<file path="src/rtl/prio_arb_pkg.sv">
// Shared types and width helpers for the fixed-priority grant arbiter.
package prio_arb_pkg;

  typedef enum logic [1:0] {
    IDLE  = 2'd0,
    GRANT = 2'd1,
    GAP   = 2'd2
  } arb_state_e;

  // $clog2 that never returns less than one bit.
  function automatic int clog2_min1(input int n);
    return (n <= 2) ? 1 : $clog2(n);
  endfunction

endpackage

</file>
<file path="src/rtl/prio_enc.sv">
// Parameterised lowest-index priority encoder: found flag, binary index and one-hot.
module prio_enc
  import prio_arb_pkg::*;
#(
  parameter int N  = 4,
  parameter int IW = clog2_min1(N)
) (
  input  logic [N-1:0]  vec,
  output logic          found,
  output logic [IW-1:0] index,
  output logic [N-1:0]  onehot
);

  assign found  = |vec;
  assign onehot = vec & (~vec + N'(1));

  // Scan from the top down so the lowest set bit is the last one kept.
  always_comb begin
    index = '0;
    for (int i = N - 1; i >= 0; i--) begin
      index = vec[i] ? IW'(i) : index;
    end
  end

endmodule

</file>
<file path="src/rtl/prio_grant_arbiter.sv">
// Fixed-priority arbiter with hold-time limit and a one-cycle bubble between owners.
// Optional starvation aging is enabled by defining ARB_AGING_EN.
module prio_grant_arbiter
  import prio_arb_pkg::*;
#(
  parameter int N_REQ     = 4,
  parameter int HOLD_MAX  = 8,
  parameter int AGE_LIMIT = 3,
  localparam int IW       = clog2_min1(N_REQ)
) (
  input  logic             clk,
  input  logic             rst_n,
  input  logic [N_REQ-1:0] req,
  input  logic             rel,
  output logic [N_REQ-1:0] gnt,
  output logic [IW-1:0]    gnt_id,
  output logic             gnt_vld,
  output logic             timeout
);

  localparam int CW = clog2_min1(HOLD_MAX + 1);
  localparam logic [CW-1:0] HOLD_LAST = CW'(HOLD_MAX);

  if (N_REQ < 2 || N_REQ > 16 || HOLD_MAX < 1 || AGE_LIMIT < 1) begin : g_bad_param
    $error("prio_grant_arbiter: parameter out of range");
  end

  arb_state_e          state_r, state_s;
  logic [N_REQ-1:0]    gnt_r, gnt_s;
  logic [IW-1:0]       gnt_id_r, gnt_id_s;
  logic                gnt_vld_r, gnt_vld_s;
  logic                timeout_r, timeout_s;
  logic [CW-1:0]       hold_r, hold_s;
  logic                req_found_s;
  logic [IW-1:0]       req_idx_s, win_idx_s;
  logic [N_REQ-1:0]    req_oh_s, win_oh_s;
  logic                drop_s, limit_s;

  prio_enc #(.N(N_REQ), .IW(IW)) u_req_enc (
    .vec(req), .found(req_found_s), .index(req_idx_s), .onehot(req_oh_s)
  );

`ifdef ARB_AGING_EN
  localparam int AW = clog2_min1(AGE_LIMIT + 1);
  localparam logic [AW-1:0] AGE_THR = AW'(AGE_LIMIT);
  localparam logic [AW-1:0] AGE_SAT = {AW{1'b1}};

  logic [AW-1:0]    age_r [N_REQ];
  logic [N_REQ-1:0] aged_vec_s, aged_oh_s;
  logic [IW-1:0]    aged_idx_s;
  logic             aged_found_s;
  logic             arb_s;

  // Requesters that are asking and have waited long enough to jump the queue.
  always_comb begin
    for (int i = 0; i < N_REQ; i++) begin
      aged_vec_s[i] = req[i] & (age_r[i] >= AGE_THR);
    end
  end

  prio_enc #(.N(N_REQ), .IW(IW)) u_aged_enc (
    .vec(aged_vec_s), .found(aged_found_s), .index(aged_idx_s), .onehot(aged_oh_s)
  );

  assign win_idx_s = aged_found_s ? aged_idx_s : req_idx_s;
  assign win_oh_s  = aged_found_s ? aged_oh_s  : req_oh_s;
  assign arb_s     = (state_r == IDLE) && req_found_s;

  // Wait counters: bump losers at each arbitration, clear on win or idle request.
  always_ff @(posedge clk or negedge rst_n) begin
    if (!rst_n) begin
      for (int i = 0; i < N_REQ; i++) age_r[i] <= '0;
    end else begin
      for (int i = 0; i < N_REQ; i++) begin
        if (!req[i] || (arb_s && win_oh_s[i])) age_r[i] <= '0;
        else if (arb_s && age_r[i] != AGE_SAT) age_r[i] <= age_r[i] + AW'(1);
        else age_r[i] <= age_r[i];
      end
    end
  end
`else
  assign win_idx_s = req_idx_s;
  assign win_oh_s  = req_oh_s;
`endif

  assign drop_s  = rel | ~req[gnt_id_r];
  assign limit_s = (hold_r == HOLD_LAST);

  // Next-state and next-output decode for the IDLE / GRANT / GAP sequencer.
  always_comb begin
    state_s   = state_r;
    gnt_s     = gnt_r;
    gnt_id_s  = gnt_id_r;
    gnt_vld_s = gnt_vld_r;
    timeout_s = 1'b0;
    hold_s    = hold_r;
    case (state_r)
      IDLE: begin
        if (req_found_s) begin
          state_s   = GRANT;
          gnt_s     = win_oh_s;
          gnt_id_s  = win_idx_s;
          gnt_vld_s = 1'b1;
          hold_s    = CW'(1);
        end else begin
          state_s   = IDLE;
          gnt_s     = '0;
          gnt_id_s  = '0;
          gnt_vld_s = 1'b0;
          hold_s    = '0;
        end
      end
      GRANT: begin
        if (drop_s || limit_s) begin
          state_s   = GAP;
          gnt_s     = '0;
          gnt_id_s  = '0;
          gnt_vld_s = 1'b0;
          hold_s    = '0;
          timeout_s = limit_s & ~drop_s;
        end else begin
          hold_s    = hold_r + CW'(1);
        end
      end
      GAP: begin
        state_s   = IDLE;
        gnt_s     = '0;
        gnt_id_s  = '0;
        gnt_vld_s = 1'b0;
        hold_s    = '0;
      end
      default: begin
        state_s   = IDLE;
        gnt_s     = '0;
        gnt_id_s  = '0;
        gnt_vld_s = 1'b0;
        hold_s    = '0;
      end
    endcase
  end

  // State and registered outputs; reset clears everything without a clock.
  always_ff @(posedge clk or negedge rst_n) begin
    if (!rst_n) begin
      state_r   <= IDLE;
      gnt_r     <= '0;
      gnt_id_r  <= '0;
      gnt_vld_r <= 1'b0;
      timeout_r <= 1'b0;
      hold_r    <= '0;
    end else begin
      state_r   <= state_s;
      gnt_r     <= gnt_s;
      gnt_id_r  <= gnt_id_s;
      gnt_vld_r <= gnt_vld_s;
      timeout_r <= timeout_s;
      hold_r    <= hold_s;
    end
  end

  assign gnt     = gnt_r;
  assign gnt_id  = gnt_id_r;
  assign gnt_vld = gnt_vld_r;
  assign timeout = timeout_r;

endmodule
</file>
<file path="config.mk">
export PLATFORM = sky130hd
export DESIGN_NAME = prio_grant_arbiter
export DESIGN_NICKNAME = d
export VERILOG_FILES = /design/src/rtl/prio_arb_pkg.sv /design/src/rtl/prio_enc.sv /design/src/rtl/prio_grant_arbiter.sv
export SDC_FILE = /design/constraint.sdc
export NUM_CORES = 1
export LEC_CHECK = 0
export BUFFER_PORTS_ARGS = -buffer_cell sky130_fd_sc_hd__buf_4
export CAP_MARGIN = 20
export CORE_MARGIN = 8
export CORE_UTILIZATION = 29
export DETAILED_ROUTE_END_ITERATION = 7
export HOLD_SLACK_MARGIN = 0.15
export PLACE_DENSITY = 0.49
export REMOVE_ABC_BUFFERS = 1
export SYNTH_ARGS = -nofsm -noshare
export SYNTH_HDL_FRONTEND = slang
export SYNTH_HIERARCHICAL = 1
export SYNTH_SLANG_ARGS = --single-unit
</file>
<file path="constraint.sdc">
create_clock -name clk -period 1.7 [get_ports clk]
set_input_delay 0.34 -clock clk [delete_from_list [all_inputs] [get_ports clk]]
set_output_delay 0.34 -clock clk [all_outputs]
set_load 0.02 [all_outputs]
</file>
==> flow_summary.toml, run 1 <==
[grt]
grt_overflow_total = 0
grt_use_total = 0.07626
grt_pass1_wl_um = 2601
grt_max_degree = 15
antenna_found_initial = 0
first_global_vias = 550

[timing]
drv_slew = 0
hold_violations = 0
rsz0062_at_grt = "false"
worst_pin_slew_ps = 813.7
timing.fmax_mhz = 692.5
setup_violations = 0
hold_slack_ps = 360.9
timing.slew.headroom = 0.4564
skew_ps = 1.312
layout_min_cycle_time_ps = 1444
tns_ps = 0
fin_crit_sh = 0.8494

[cts]
cts_resized = 0
clk_latency_ps = 270
tritoncts = "done"
cts.clk_slew.worst_paths_ps = 80
cts_buffer_depth = 2
clock-sinks = 14
htree_levels = 1
cts_made_buffers = 3
root_buffer = "clkbuf_4"
ctsHoldBuffers = 1
postCtsSetupBuffers = 0

[detailed_routing]
drc = 0
post_drt_wl_per_cell_um = 14.01
routed_wl_um = 1499
first_iter_violations = 17
ant_nets = 0
vias_per_cell = 4.822
num_vias = 516
first_pass_iters = 4

[critical_path]
cp_data_arrival_time_ps = 1610
end_kind = "flip-flop"
cp_max_fo = 7
required_ps = 1870
crit_path_start_kind = "flip-flop"
crit_type = "flip-flop to flip-flop"

[layout]
antennaDiodeCount = 0
area_delta_synth_final_pct = 22.09
stdcell_area_um2 = 905.9
n_fill_cell = 250
nets = 88
drive_above_1_share = 0.3636

[floorplanning]
start_util = 0.3022
fp-row-count = 18
die_w_um = 66.58
ios = 15
die_area_mm2 = 0.004433
coreArea_mm2 = 0.002455
die_h_um = 66.58

[logic_synthesis]
synth_largest_area_cell = "dfrtp_1"
synthesis.area_per_instance_um2 = 12.16
ys.warnings.count = 6
synth_top_area_share = 0.4722
ys_seq_area_frac = 0.4722
synth_cells = 61
ys_seq_elements = 14
synthDistinctLibCells = 31
yosys-top-cells-area = "dfrtp_1, a32o_1, nor3_2"
mappedNetlistArea_um2 = 742.0

[power]
max-vdd-ir-drop_mv = 0.6563
power_density_mw_per_mm2 = 1295
leakagePower_nw = 0.4094

[placement]
gp_congestion = 0.6497
hpwl_um = 1119
port_buffers = 14
place_area_um2 = 873.3

[status]
status = "complete, no violations"

[flow_run]
drv_cap = 0

[worst_hold_path]
hp-class = "primary input to flip-flop"
==> layer usage <==
| metal | vias up | share of wire | track usage | wire length, um |
|---|---|---|---|---|
| met1 | 250 | 0.50 | 0.09775 | 745 |
| met4 | 0 | 0.0087 | 0.03200 | 13 |
| met3 | 2 | 0.049 | 0.03356 | 73 |
| met5 | - | 0 | 0 | 0 |
| li1 | 255 | - | - | - |
| met2 | 9 | 0.44 | 0.1075 | 667 |
==> report_power, final <==
group / internal (mW) / switching [mW]
Sequential: 0.414 / 0.0747
Clock: 0.0820 / 0.0993
Combinational: 0.205 / 0.298
==> worst paths after layout <==
| kind | slack (ps) | cells after the start | endpoint | startpoint |
|---|---|---|---|---|
| hold / removal | 360 | 2 | gnt[0] | req[0] |
| setup reg to reg | 260 | 5 | gnt_id[1] | hold_r[0] |
| setup / recovery | 260 | 5 | gnt_id[1] | hold_r[0] |
| min in group asynchronous | 440 | 2 | hold_r[1] | rst_n |
| max in group asynchronous | 1090 | 2 | gnt[3] | rst_n |
| hold reg to reg | 520 | 1 | gnt_vld | gnt_vld |
==> state kept, by name (all words and copies together), names as in the netlist <==
register  cells
gnt_id        2
state_r       2
timeout       1
hold_r        4
gnt_vld       1
gnt           4
==> cells in the mapped netlist <==
cell       n
a32o_2     1
or2_2      1
nor2_1     3
o21ai_1    1
nor4b_1    1
o22ai_4    1
dfrtp_1   14
nor3_1     1
or4_1      1
o22a_4     1
mux2i_2    2
a32o_1     4
nor3b_1    2
nor3_2     3
buf_4      1
xor2_1     1
clkbuf_1   1
ha_1       2
o31ai_4    1
nand3b_4   1
inv_1      3
nand2_1    3
nor2b_1    1
and3_1     1
a21oi_1    2
xnor2_1    1
a31o_1     1
nand2b_1   3
nand3_1    1
and2_1     1
o31ai_1    1
==> worst max-delay path: stages (launching register included) <==
cell and delay (ps):
dfrtp_1 440, inv_1 80, ha_1 200, nand3b_4 100
and2_1 230, a32o_2 290
==> per-stage QoR <==
step	power [mW]	worst slack, ps	utilization	instances
2_1_floorplan	0.8343	295.4	-	59
3_3_place_gp	1.002	110.0	0.3558	103
3_5_place_dp	1.001	83.84	0.3558	103
4_1_cts	1.192	248.5	0.3690	107
5_1_grt	1.270	187.9	0.3690	107
6_report	1.173	256.0	0.3690	107
==> cell usage in the layout (no fill, tap or decap), drive strengths merged, types with 3 or more instances in the layout <==
cell type / count
nand2: 3
inv: 3
a32o: 5
buf: 14
nand2b: 3
dfrtp: 14
nor3: 4
clkbuf: 3
nor2: 3
==> kinds of logic (layout without fill, tap and decap cells) <==
kind of cell	after synthesis	count (layout)	share of synthesized area
AO/OA/AOI/OAI	13	13	0.1906
XOR/XNOR	2	2	0.02361
adder cells (fa/ha/maj)	2	2	0.03372
buffers and inverters	5	21	0.03035
flip-flops	14	14	0.4722
multiplexers	2	2	0.03710
AND/OR/NAND/NOR	23	23	0.2125
==> final cells by class <==
type,count,area (um2),area share
clock buffer,3,22.52,0.02486
inverter,3,11.26,0.01243
multi-input combinational,42,369.1,0.4075
sequential,14,350.3,0.3867
tap,30,37.54,0.04144
timing repair buffer,15,115.1,0.1271
No activity file was read; power rests on OpenSTA's default activity.
==> inputs of run 2 (changes only) <==
ABC_AREA = 1   (was default)
PLACE_DENSITY = 0.48   (was 0.49)
clock period = 1.51 ns   (was 1.7 ns; I/O delays follow)
==> run 2 against run 1 <==
Compared with the run above:
- cell area rose by 3.3%
- via count increased by 21%
- area after synthesis is 1.7% higher
- wire length is 5.6% higher
- count of clock-buffer cells in the layout grew 1
- critical endpoint is now state_r[1]
==> flow_summary.toml, run 2 <==
[layout]
drive_above_1_share = 0.3148
area_delta_synth_final_pct = 24.05
final_cell_mix = "nand2_1, dfrtp_1, buf_4"
antennaDiodeCount = 0
final_common_cell = "nand2_1"
nets = 118

[timing]
worst_pin_slew_ps = 273.5
rsz0062_at_grt = "false"
layout_min_cycle_time_ps = 1351
setup_violations = 0
tns_ps = 0
fin_crit_sh = 0.8948
skew_ps = 0.6794
timing.slew.headroom = 0.8166
hold_violations = 0
timing.fmax_mhz = 740.1
hold_slack_ps = 248.8
drv_slew = 0

[logic_synthesis]
ys_seq_area_frac = 0.4643
synthDistinctLibCells = 19
synth_cells = 90
mappedNetlistArea_um2 = 754.5
yosysMostFrequentCell = "nand2_1"
ys.warnings.count = 6
synthesis.area_per_instance_um2 = 8.383
yosys-top-cells-area = "dfrtp_1, nand2_1, nand4_1"
ys_async_sr_fraction = 1.000
synth_edf_count = 0
synth_largest_area_cell = "dfrtp_1"
ys_seq_elements = 14
synth_top_area_share = 0.4643
synth_commonest_cells = "nand2_1, dfrtp_1, inv_1"
synthFlopType = "dfrtp_1"

[placement]
hpwl_um = 1246
port_buffers = 14
gp_congestion = 0.7047

[grt]
first_global_vias = 645
grt_use_total = 0.07971
grt_pass1_wl_um = 2787
grt_max_degree = 15
antenna_found_initial = 0
grt_overflow_total = 0

[cts]
root_buffer = "clkbuf_4"
ctsHoldBuffers = 1
cts_made_buffers = 3
cts_resized = 0
tritoncts = "done"
clk_latency_ps = 280
clock-sinks = 14
htree_levels = 1
cts_buffer_depth = 2
cts.clk_slew.worst_paths_ps = 80
postCtsSetupBuffers = 0

[critical_path]
end_kind = "flip-flop"
cp_common_cell = "inv_1"
required_ps = 1690
crit_path_start_kind = "flip-flop"
cp_data_arrival_time_ps = 1530
cp_slowest_cell = "dfrtp_1"
crit_chain = "inv_1, ha_1, nand2_1, nor2_2, nor2_4, nand3_4, nand3_1, inv_1"
crit_type = "flip-flop to flip-flop"
max_stage_delay_ps = 380
cp_max_fo = 8

[floorplanning]
coreArea_mm2 = 0.002477
die_h_um = 67.01
die_w_um = 67.01
fp-row-count = 18
ios = 15
die_area_mm2 = 0.004490
start_util = 0.3045

[power]
seqPwrFrac = 0.400
pwr-share-clk = 0.206
power_density_mw_per_mm2 = 1411
power_frac_comb = 0.394
leakagePower_nw = 0.5067
swShare = 0.3964
power.internal_uw = 796.8
switching_power_uw = 523.4
max-vdd-ir-drop_mv = 0.6818

[detailed_routing]
num_vias = 622
ant_nets = 0
routed_wl_um = 1583
vias_per_cell = 4.507
first_pass_iters = 4
first_iter_violations = 24
post_drt_wl_per_cell_um = 11.47
drc = 0

[worst_hold_path]
hp-class = "primary input to flip-flop"

[flow_run]
drv_cap = 0

[status]
status = "complete, no violations"
## run 2: area by class of cell
cell class	count	area (um2)
Clock buffer	4	36.28
Tap cell	30	37.54
Inverter	17	63.81
Fill cell	263	1541
Multi-Input combinational cell	58	332.8
Timing Repair Buffer	15	115.1
Sequential cell	14	350.3
## run 2: layer usage
| metal | GRT usage | vias up | part of all wire |
|---|---|---|---|
| li1 | - | 314 | - |
| met1 | 0.1003 | 292 | 0.47 |
| met2 | 0.1243 | 14 | 0.47 |
| met3 | 0.03356 | 2 | 0.055 |
| met4 | 0.01567 | 0 | 0.0044 |
| met5 | 0 | - | 0 |
## run 2: path summary, 6_finish.rpt
| path | start | cells after the start | to | slack, ps |
|---|---|---|---|---|
| setup / recovery | hold_r[0] | 8 | state_r[1] | 160 |
| hold / removal | req[0] | 3 | gnt[0] | 250 |
| setup reg to reg | hold_r[0] | 8 | state_r[1] | 160 |
| hold reg to reg | gnt[1] | 2 | gnt[1] | 530 |
| max in group asynchronous | rst_n | 2 | gnt_vld | 940 |
| min in group asynchronous | rst_n | 2 | hold_r[1] | 410 |
## run 2: cells by family (layout without fill, tap and decap cells)
kind of cell / count (synthesis) / count (layout) / share of synthesized area
xor gates and xnor gates: 2 / 2 / 0.02322
AOI/OAI and AO/OA: 1 / 1 / 0.01492
buffers and inverters: 18 / 36 / 0.09453
adders and majority gates: 2 / 2 / 0.03316
DFF: 14 / 14 / 0.4644
and+or+nand+nor: 53 / 53 / 0.3698
## run 2: worst max-delay path, delay by kind of cell (launching register included)
family	cells	cell delay [ps]
flops	1	380
fa+ha+maj	1	190
buf+inv	2	100
simple gates	5	570
## run 2: power by group through the flow
stage | Sequential [mW] | Clock [mW] | Combinational (mW)
final | 0.529 | 0.272 | 0.520
after global routing | 0.544 | 0.304 | 0.587
after CTS | 0.530 | 0.283 | 0.534
after detailed placement | 0.534 | 0 | 0.532
after global placement | 0.536 | 0 | 0.521
after floorplan | 0.575 | 0 | 0.313
## run 2: per-stage QoR
| step | std cells | cell area (um2) | power [mW] | worst slack [ps] | util |
|---|---|---|---|---|---|
| final | 138 | 935.9 | 1.320 | 158.9 | 0.3778 |
| after global routing | 138 | 935.9 | 1.436 | 52.50 | 0.3778 |
| after CTS | 138 | 935.9 | 1.347 | 134.5 | 0.3778 |
| after detailed placement | 133 | 889.6 | 1.067 | 160.0 | 0.3591 |
| after global placement | 133 | 889.6 | 1.057 | 223.4 | 0.3591 |
| after floorplan | 89 | 747.0 | 0.8883 | 295.6 | - |
==> inputs of run 3 (changes only) <==
CORE_ASPECT_RATIO = 0.6   (was default)
==> run 3 against run 2 <==
Compared with the run above:
- clock skew is essentially flat
- wire length grew 3.6%
- clock power grew 8.5%
- critical path depth is the same
- sequential power is essentially flat
- sequential cell count is the same
- worst setup slack gained 21 ps
- register-to-register slack gained 20 ps
- combinational power grew 2%
- via count shrank 1.9%
- cell area grew 0.80%
- count of clock-buffer cells in the layout shrank 1
- critical path type unchanged
- highest routed layer unchanged
==> flow_summary.toml, run 3 (synthesis gave the netlist of run 2 again) <==
[floorplanning]
coreArea_mm2 = 0.002487
fp-row-count = 14
die_area_mm2 = 0.004543
die_w_um = 81.85
ios = 15
die_h_um = 55.51
start_util = 0.3033

[placement]
port_buffers = 14
hpwl_um = 1296
place_ws_ps = 182.9
gp_congestion = 0.7201
place_area_um2 = 892.1

[layout]
drive_above_1_share = 0.3084
stdcell_area_um2 = 943.4
final_cell_mix = "nand2_1, dfrtp_1, buf_4"
final_common_cell = "nand2_1"
nets = 118
area_delta_synth_final_pct = 25.04
antennaDiodeCount = 0

[detailed_routing]
num_vias = 610
post_drt_wl_per_cell_um = 11.80
drc = 0
first_iter_violations = 63
first_pass_iters = 4
ant_nets = 0
vias_per_cell = 4.388
routed_wl_um = 1640

[cts]
htree_levels = 1
cts_made_buffers = 3
clk_latency_ps = 240
cts.clk_slew.worst_paths_ps = 50
clock-sinks = 14
root_buffer = "clkbuf_8"
postCtsSetupBuffers = 0
cts_buffer_depth = 2
tritoncts = "done"

[grt]
grt_use_met1 = 0.1245
first_global_vias = 609
grt_overflow_total = 0
grt_pass1_wl_um = 2829
antenna_found_initial = 0
grt_max_degree = 15
met2_usage = 0.08969
grt_use_total = 0.08088
use_met3 = 0.03226
top_usage_layer = "met1"

[worst_hold_path]
hold_end = "gnt[0]"
whs_path_depth = 3
hp-class = "primary input to flip-flop"
hold_start = "req[0]"

[power]
switching_power_uw = 525.9
leakagePower_nw = 0.5073
power.internal_uw = 828.6
power_density_mw_per_mm2 = 1436
max-vdd-ir-drop_mv = 0.9004
pwr-share-clk = 0.218
power_mw = 1.355
swShare = 0.3883
seqPwrFrac = 0.392
power_frac_comb = 0.390

[critical_path]
required_ps = 1650
crit_type = "flip-flop to flip-flop"
crit_path_start_kind = "flip-flop"
critPathLaunch = "hold_r[0]"
rrSetupSlack_ps = 180
timing.rr.start = "hold_r[0]"
cp_max_fo = 8
end_kind = "flip-flop"
cp_data_arrival_time_ps = 1470
r2r_end = "state_r[1]"
reg2regPathDepth = 8

[timing]
hold_violations = 0
fin_ws_ps = 179.6
worst_pin_slew_ps = 285.2
drv_slew = 0
tns_ps = 0
timing.fmax_mhz = 751.7
fin_crit_sh = 0.8810
timing.slew.headroom = 0.8087
rsz0062_at_grt = "false"
skew_ps = 1.076
setup_violations = 0
layout_min_cycle_time_ps = 1330

[flow_run]
drv_cap = 0

[status]
status = "complete, no violations"
-- run 3: cell count changes in the layout (fill, tap and decap cells not counted) --
| cell | previous run | this run |
|---|---|---|
| clkbuf_8 | 1 | 3 |
| clkbuf_4 | 3 | 0 |
-- run 3: area by class of cell --
class	instances	area [um2]
fillers	269	1544
flip-flops and latches	14	350.3
multi-input cells	58	332.8
repair buffers	15	115.1
inverters	17	63.81
clock buffers	3	41.29
well taps	32	40.04
-- run 3: critical path: stages (launching register included) --
cell,delay [ps]
dfrtp_1,360
inv_1,70
ha_1,190
nand2_1,70
nor2_2,50
nor2_4,200
nand3_4,150
nand3_1,100
inv_1,40
-- run 3: worst max path at each step --
stage,cells after the start,slack (ps),endpoint
after detailed placement,8,180,state_r[1]
after global placement,8,230,state_r[1]
after CTS,8,180,state_r[1]
after global routing,8,40,state_r[1]
after floorplan,8,300,state_r[1]
final,8,180,state_r[1]
-- run 3: timing repair --
item | in CTS | in global routing
hold endpoints to repair | 14 | 0
gates resized for setup | 0 | 0
hold buffers | 1 | 0
-- run 3: metrics by stage --
step / utilization / hold WS, ps / cells
global placement: 0.3587 / 160.3 / 135
finish: 0.3793 / 323.4 / 139
detailed placement: 0.3587 / 163.9 / 135
floorplan: - / 6.409 / 89
CTS: 0.3793 / 309.3 / 139
global route: 0.3793 / 322.1 / 139
-- run 3: power groups by stage --
stage               sequential (mW)  combinational (mW)  clock, mW
finish                        0.531               0.529      0.295
detailed placement            0.537               0.529          0
CTS                           0.530               0.536      0.305
global route                  0.546               0.597      0.327
global placement              0.537               0.531          0
floorplan                     0.575               0.313          0
-- run 3: per-layer routing --
layer	vias to the layer above	part of all wire
met1	277	0.55
met2	14	0.36
met3	4	0.062
li1	315	-
met5	-	0
met4	0	0.020
